==> src/rtl/i2c_read_capture.sv <==
// Passive I2C read-burst monitor: watches SCL/SDA, decodes the address byte and
// captures the bytes a slave returns to the master as strobes plus a held frame.
module i2c_read_capture #(
  parameter logic [6:0] DEV_ADDR    = 7'h50,
  parameter int         NBYTES      = 7,
  parameter int         SYNC_STAGES = 2
) (
  input  logic                    clk,
  input  logic                    rst_n,
  input  logic                    scl,
  input  logic                    sda_in,
  output logic [7:0]              data_out,
  output logic                    data_valid,
  output logic [$clog2(NBYTES):0] byte_idx,
  output logic [8*NBYTES-1:0]     frame,
  output logic                    frame_done,
  output logic                    frame_err
);

  localparam int CW = $clog2(NBYTES) + 1;
  localparam logic [CW-1:0] NB_LAST = CW'(NBYTES);
  localparam logic [CW-1:0] NB_OVER = CW'(NBYTES + 1);

  typedef enum logic [2:0] {
    IDLE,
    ADDR,
    ADDR_ACK,
    WAIT_START,
    DATA,
    DATA_ACK
  } state_t;

  logic [SYNC_STAGES-1:0] scl_sync_reg;
  logic [SYNC_STAGES-1:0] sda_sync_reg;
  logic                   scl_prev_reg;
  logic                   sda_prev_reg;
  logic                   scl_s;
  logic                   sda_s;
  logic                   scl_rise;
  logic                   start_det;
  logic                   stop_det;
  logic                   in_burst;
  logic                   byte_done;
  logic [7:0]             byte_new;

  state_t                 state_reg;
  logic [3:0]             bit_cnt_reg;
  logic [7:0]             shift_reg;
  logic [CW-1:0]          count_reg;
  logic [7:0]             shadow_reg [NBYTES];
  logic [8*NBYTES-1:0]    shadow_flat;

  // Synchronisers preset high so a reset looks like an idle bus.
  always_ff @(posedge clk or negedge rst_n) begin
    if (!rst_n) begin
      scl_sync_reg <= '1;
      sda_sync_reg <= '1;
      scl_prev_reg <= 1'b1;
      sda_prev_reg <= 1'b1;
    end else begin
      scl_sync_reg <= {scl_sync_reg[SYNC_STAGES-2:0], scl};
      sda_sync_reg <= {sda_sync_reg[SYNC_STAGES-2:0], sda_in};
      scl_prev_reg <= scl_sync_reg[SYNC_STAGES-1];
      sda_prev_reg <= sda_sync_reg[SYNC_STAGES-1];
    end
  end

  assign scl_s     = scl_sync_reg[SYNC_STAGES-1];
  assign sda_s     = sda_sync_reg[SYNC_STAGES-1];
  assign scl_rise  = scl_s && !scl_prev_reg;
  assign start_det = scl_s && sda_prev_reg && !sda_s;
  assign stop_det  = scl_s && !sda_prev_reg && sda_s;
  assign in_burst  = (state_reg == DATA) || (state_reg == DATA_ACK);
  assign byte_new  = {shift_reg[6:0], sda_s};
  assign byte_done = scl_rise && !start_det && !stop_det &&
                     (state_reg == DATA) && (bit_cnt_reg == 4'd7);

  // Shadow holds the burst in progress; frame only sees it on a clean finish.
  always_ff @(posedge clk or negedge rst_n) begin
    if (!rst_n) begin
      for (int i = 0; i < NBYTES; i++) shadow_reg[i] <= '0;
    end else if (byte_done) begin
      for (int i = 0; i < NBYTES; i++) begin
        if (count_reg == CW'(i)) shadow_reg[i] <= byte_new;
      end
    end
  end

  generate
    for (genvar gi = 0; gi < NBYTES; gi++) begin : g_pack
      assign shadow_flat[8*(NBYTES-gi)-1 -: 8] = shadow_reg[gi];
    end
  endgenerate

  always_ff @(posedge clk or negedge rst_n) begin
    if (!rst_n) begin
      state_reg   <= IDLE;
      bit_cnt_reg <= '0;
      shift_reg   <= '0;
      count_reg   <= '0;
      data_out    <= '0;
      data_valid  <= 1'b0;
      byte_idx    <= '0;
      frame       <= '0;
      frame_done  <= 1'b0;
      frame_err   <= 1'b0;
    end else begin
      data_valid <= 1'b0;
      frame_done <= 1'b0;
      frame_err  <= 1'b0;
      if (start_det) begin
        frame_err   <= in_burst;
        state_reg   <= ADDR;
        bit_cnt_reg <= '0;
      end else if (stop_det) begin
        frame_err   <= in_burst;
        state_reg   <= IDLE;
        bit_cnt_reg <= '0;
      end else if (scl_rise) begin
        case (state_reg)
          ADDR: begin
            shift_reg   <= byte_new;
            bit_cnt_reg <= bit_cnt_reg + 4'd1;
            if (bit_cnt_reg == 4'd7) state_reg <= ADDR_ACK;
          end
          ADDR_ACK: begin
            bit_cnt_reg <= '0;
            if (shift_reg[7:1] != DEV_ADDR || !shift_reg[0]) begin
              state_reg <= WAIT_START;
            end else if (!sda_s) begin
              state_reg <= DATA;
              count_reg <= '0;
            end else begin
              frame_err <= 1'b1;
              state_reg <= IDLE;
            end
          end
          DATA: begin
            shift_reg   <= byte_new;
            bit_cnt_reg <= bit_cnt_reg + 4'd1;
            if (bit_cnt_reg == 4'd7) begin
              data_out   <= byte_new;
              data_valid <= 1'b1;
              byte_idx   <= (count_reg < NB_LAST) ? count_reg : NB_LAST;
              if (count_reg != NB_OVER) count_reg <= count_reg + 1'b1;
              state_reg  <= DATA_ACK;
            end
          end
          DATA_ACK: begin
            bit_cnt_reg <= '0;
            if (!sda_s) begin
              // An ACK after the byte past the last one means the master overran.
              if (count_reg == NB_OVER) begin
                frame_err <= 1'b1;
                state_reg <= WAIT_START;
              end else begin
                state_reg <= DATA;
              end
            end else if (count_reg == NB_LAST) begin
              frame      <= shadow_flat;
              frame_done <= 1'b1;
              state_reg  <= IDLE;
            end else begin
              frame_err <= 1'b1;
              state_reg <= IDLE;
            end
          end
          default: begin
          end
        endcase
      end
    end
  end

endmodule

==> config.mk <==
export PLATFORM = sky130hd
export DESIGN_NAME = i2c_read_capture
export DESIGN_NICKNAME = d
export VERILOG_FILES = /design/src/rtl/i2c_read_capture.sv
export SDC_FILE = /design/constraint.sdc
export NUM_CORES = 1
export LEC_CHECK = 0
export ABC_CLOCK_PERIOD_IN_PS = 4000
export BUFFER_PORTS_ARGS = -buffer_cell sky130_fd_sc_hd__buf_4
export CAP_MARGIN = 30
export CORE_UTILIZATION = 55
export CTS_BUF_LIST = sky130_fd_sc_hd__clkbuf_4
export DETAILED_ROUTE_END_ITERATION = 7
export PLACE_DENSITY = 0.81
export SLEW_MARGIN = 10
export SYNTH_ARGS = -nofsm -noshare
export SYNTH_HDL_FRONTEND = slang
export SYNTH_SLANG_ARGS = --single-unit
==> constraint.sdc <==
create_clock -name clk -period 4 [get_ports clk]
set_input_delay 0.2 -clock clk [delete_from_list [all_inputs] [get_ports clk]]
set_output_delay 0.2 -clock clk [all_outputs]
set_load 0.01 [all_outputs]
# --- Word-level counts from Yosys, hierarchy flattened ---
# Cells that the tools add are included.
word_totals:
  in_bits: 4
  out_inout_bits: 71
  reg_bits: 152
classes:
  bitwise_logic: 2
  magnitude_cmp: 1
  n_mux: 40
  eq_ne: 21
  reduce_logical: 37
  addsub: 2
ops:
  columns: ["operator", "count"]
  rows:
  - ["$mux 4", 8]
  - ["$mux 3", 9]
  - ["$eq 4x3->1 const B", 5]
  - ["$mux 1", 19]
  - ["$pmux 4 s2", 2]
  - ["$reduce_and 2->1", 8]
  - ["$pmux 3 s4", 1]
  - ["$logic_and 1x1->1", 9]
  - ["$add 4x1->4 const B", 2]
  - ["$eq 4x2->1 const B", 2]
  - ["$ne 4x4->1 const B", 2]
  - ["$reduce_and 4->1", 2]
  - ["$reduce_and 8->1", 1]
  - ["$ne 7x7->1 const B", 1]
  - ["$eq 3x3->1 const B", 2]
  - ["$logic_not 1->1", 6]
  - ["$reduce_and 6->1", 1]
  - ["$reduce_bool 6->1", 1]
  - ["$reduce_and 5->1", 1]
  - ["$eq 4x1->1 const B", 1]
  - ["$eq 4x4->1 const B", 1]
  - ["$logic_not 4->1", 1]
  - ["$lt 4x3->1 const B", 1]
  - ["$ne 2x1->1 const B", 2]
  - ["11 further kinds", 15]

# --- Logic depth before layout (Yosys ltp) ---
logic_depth:
  ltp_word: 8
  mapped_depth: 8
  ltp_nobuf: 6

# --- Least setup slack after synthesis ---
# No wires, ideal clock.
synth_path:
  kind: "flip-flop to flip-flop"
  start: "register sda_sync_reg[1]"
  end: "register data_out[5]"
  required_ps: 3875
  setup_ps: 125
  n_path_buf: 3
  path_slack_ps: 1887
  synth_period_minus_slack_ps: 2113
  t_arrival_ps: 1989
  path_stages_with_launch: 7
  cell_sequence: "dfstp_2 -> buf_2 -> xor2_1 -> nor4_4 -> buf_6 -> buf_4 -> mux2_2"
synth_between:
  elab_chain_cells: 4
synth_rtl:
  columns: ["item", "line_no", "text"]
  rows:
  - ["from (decl)", "34", "logic [SYNC_STAGES-1:0] sda_sync_reg;"]
  - ["from (signal assigned)", "62", "sda_sync_reg <= {sda_sync_reg[SYNC_STAGES-2:0], sda_in};"]
  - ["$logic_not 1->1", null, null]
  - ["$logic_and 1x1->1", "71", "assign start_det = scl_s && sda_prev_reg && !sda_s;"]
  - ["$not 1->1 (no source line)", null, null]
  - ["$reduce_and 5->1 (no source line) (*)", null, null]
  - ["to (signal assigned)", "142", "data_out <= byte_new;"]
  - ["to (decl)", "12", "output logic [7:0] data_out,"]
# Mark *: on every way between the ends. The rest lies on a longest branch, timed or not.
# A chain may end at the register's enable or synchronous reset.

# --- Worst setup path in the final report ---
layout_path:
  start: "register count_reg[2]"
  end: "register frame[25]"
layout_between:
  elab_chain_cells: 2
layout_rtl:
  columns: ["item", "line_no", "text"]
  rows:
  - ["from (decl)", "49", "logic [CW-1:0] count_reg;"]
  - ["from (signal assigned)", "145", "if (count_reg != NB_OVER) count_reg <= count_reg + 1'b1;"]
  - ["$eq 4x3->1", "159", "end else if (count_reg == NB_LAST) begin"]
  - ["$reduce_and 6->1 (no source line)", null, null]
  - ["to (signal assigned)", "160", "frame <= shadow_flat;"]
  - ["to (decl)", "15", "output logic [8*NBYTES-1:0] frame,"]
# No other way between the ends.

==> metrics.md <==
| Metric | Value |
|---|---|
| Overall power | 2600 uW |
| CP arrival | 3080 ps |
| Worst-path fanout max | 45 |
| Vias/cell | 5.70 |
| Maximum VDD drop | 0.219 mV |
| Core Box Area | 10900 um2 |
| # diodes | 0 |
| Setup crit start kind | flop |
| Setup violators final | 0 |
| DIE AREA | 11700 um2 |
| Max Slew Vio Count | 0 |
| Sequential cell area fraction in the yosys report | 61.2% |
| Die Width | 108 um |
| Kind of critical path | flop to flop |
| Fillers | 804 |
| Drt first pass iters | 4 |
| Per-cell routed wire length | 19.1 um |
| Die H | 108 um |
| Routed Antenna Nets | 0 |
| Reg2reg setup slack | 1340 ps |
| I/O pin total | 75 |
| TritonCTS clock tree | yes |
| R2R depth | 5 |
| RSZ-0062 raised after global routing | false |
| #FFs+latches synth | 152 |
| Post-synthesis mux area share | 23.9% |
| Mapped Cells | 419 |
| Gp weighted congestion | 0.888 |
| R2r endpoint | frame[25] |
| CP required | 4420 ps |
| Worst slew margin | 51.5% |
| Clk Latency, worst-skew pair | 530 ps |
| Ratio of cells with drive above 1 in the final layout | 50.7% |
| Syn Std Cell Area | 6220 um2 |
| Area delta synth->final | 15.7% |
| Final nets | 507 |
| Total track usage | 23.4% |
| Reg2reg start | count_reg[2] |
| Crit. End Element | flop |
| Worst setup path startpoint | count_reg[2] |
| Sequential cell area | 3810 um2 |
| Clock-pin slew on the worst setup and hold paths | 120 ps |
| Simple-Gate Fraction of Synth Area | 6.31% |
| Setup Skew | 13.7 ps |
| First-pass GRT wire length | 20.2 mm |
| Cell Pwr Density | 361 nW/um2 |
| Final TNS setup | 0 ps |
| Root Buffer | clkbuf_4 |
| Port Buffers | 74 |
| Multi-input logic area | 2260 um2 |
| Via count | 3708 |
| Final hold viol count | 0 |
| Longest Clk Path Bufs | 2 |
| Achievable Freq | 0.376 GHz |
| Crit share post-route | 66.4% |
| Leakage power | 0.00366 uW |
| Syn. warnings | 0 |
| Initial Util | 56.9% |
| Row count | 38 |
| Compound-Gate Fraction of Synth Area | 4.32% |
| Post-Synth XOR/XNOR Area | 0.281% |
| Total grt overflow | 0 |
| CTS resizes | 0 |
| CTS H-Tree Depth | 4 |
| Iteration-0 DRC Markers | 147 |
| WL final | 12.4 mm |
| Detailed-route DRC error count | 0 |
| Largest net degree at the start of global routing | 99 |
| Syn_area_per_cell | 14.9 um2 |
| Hold WC Path Type | input port to async pin |
| Synth Area in Adders | 1.49% |
| Post-DP HPWL | 8.10 mm |
| Tightest Pin Transition | 726 ps |
| Antenna violations before repair | 0 |
| Post-layout min period | 2660 ps |
| CTS Sinks | 152 |
| Synth unique cells | 52 |
| Largest family of logic cells by synthesized area | multiplexers |
| Total CTS buffers | 17 |
| Number of global-route vias before repair | 3787 |
| Outcome | finished, final reports clean |
| Syn_nets | 428 |
| Max_cap viols | 0 |
-- how the worst max path moves through the flow --
stage	cells after the start	endpoint	slack, ps
global placement	4	shadow_flat[40]	1180
finish	5	frame[25]	1340
global route	5	frame[25]	1160
floorplan	6	data_out[5]	1890
detailed placement	5	frame[39]	1360
CTS	5	frame[39]	1340
-- layout by cell type (no fill, tap or decap), types with 5 or more instances in the layout --
cell type	instances
dfstp_2	6
buf_4	79
nand2b_1	5
nor2_1	9
ha_1	5
inv_1	5
o41ai_1	5
mux2_2	127
clkbuf_4	17
clkinv_2	5
dfrtp_1	146
nand2_1	7
a21oi_1	12
-- cells by family (layout without fill, tap and decap cells) --
group,count (synthesis),in the layout
flops,152,152
mux,131,131
simple gates,57,57
compound gates,39,39
buf+inv,30,122
fa+ha+maj,8,8
xor+xnor,2,2
-- routing by layer --
layer	up-vias	global-route usage (%)	share of wire [%]
met5	-	0	0
met1	1939	32.1	45
met4	0	9.36	1.5
li1	1670	-	-
met3	17	5.97	4.0
met2	82	36.0	49
-- critical path: stages (launching register included) --
cell and delay [ps]:
dfrtp_1 500, nor2b_1 640, nand3_1 220, nor3_2 210
buf_4 530, mux2_2 400
-- final cells by class --
cell class                      count  share of cell area (%)
Multi-Input combinational cell    237                    31.4
Clock inverter                     15                    1.88
Sequential cell                   152                    52.9
Inverter                            5                   0.261
Timing Repair Buffer               85                    9.35
Tap cell                          140                    2.43
Clock buffer                       17                    1.77
-- Yosys cell counts (all sizes together) --
library cell / n / area [um2]
dfrtp: 146 / 3650
mux2: 130 / 1480
buf: 13 / 90.1
a21oi: 12 / 60.1
clkbuf: 12 / 46.3
nand3: 10 / 108
nor2: 9 / 33.8
nand2: 7 / 26.3
dfstp: 6 / 158
ha: 5 / 62.6
inv: 5 / 18.8
nand2b: 5 / 31.3
nor3: 5 / 25.0
o41ai: 5 / 43.8
nor2b: 4 / 25.0
a31oi: 3 / 18.8
maj3: 3 / 30.0
nor4: 3 / 33.8
o21ai: 3 / 15.0
a21o: 2 / 15.0
a22oi: 2 / 15.0
and2: 2 / 12.5
and3b: 2 / 17.5
nor3b: 2 / 15.0
o221ai: 2 / 17.5
or3: 2 / 12.5
or3b: 2 / 20.0
a221o: 1 / 10.0
a22o: 1 / 8.76
a31o: 1 / 8.76
and4: 1 / 8.76
and4b: 1 / 10.0
mux2i: 1 / 10.0
nand3b: 1 / 7.51
nand4: 1 / 6.26
o2111ai: 1 / 8.76
o211ai: 1 / 7.51
o21bai: 1 / 7.51
o22a: 1 / 8.76
o22ai: 1 / 6.26
o31ai: 1 / 7.51
o32a: 1 / 10.0
xnor2: 1 / 8.76
xor2: 1 / 8.76
-- where the power goes --
group	internal, uW	switching [uW]
logic	33.0	49.8
clock network	359	529
registers	1560	71.4
total	1950	650
-- what timing repair did --
action	4_1_cts	5_1_grt
endpoints found under the hold margin	92	0
buffers inserted	0	0
hold buffers	3	0
-- through the flow --
step | hold WS (ps) | instance area (um2) | std cells | worst slack [ps] | util (%)
after CTS | 259 | 7180 | 650 | 1340 | 65.6
after global routing | 47.7 | 7200 | 651 | 1160 | 65.9
final | 77.1 | 7200 | 651 | 1340 | 65.9
after detailed placement | 310 | 6880 | 615 | 1360 | 62.9
after global placement | 309 | 6870 | 614 | 1180 | 62.8
after floorplan | -95.6 | 6220 | 419 | 1890 | -
Note: power is estimated with default switching activity, not from simulation.
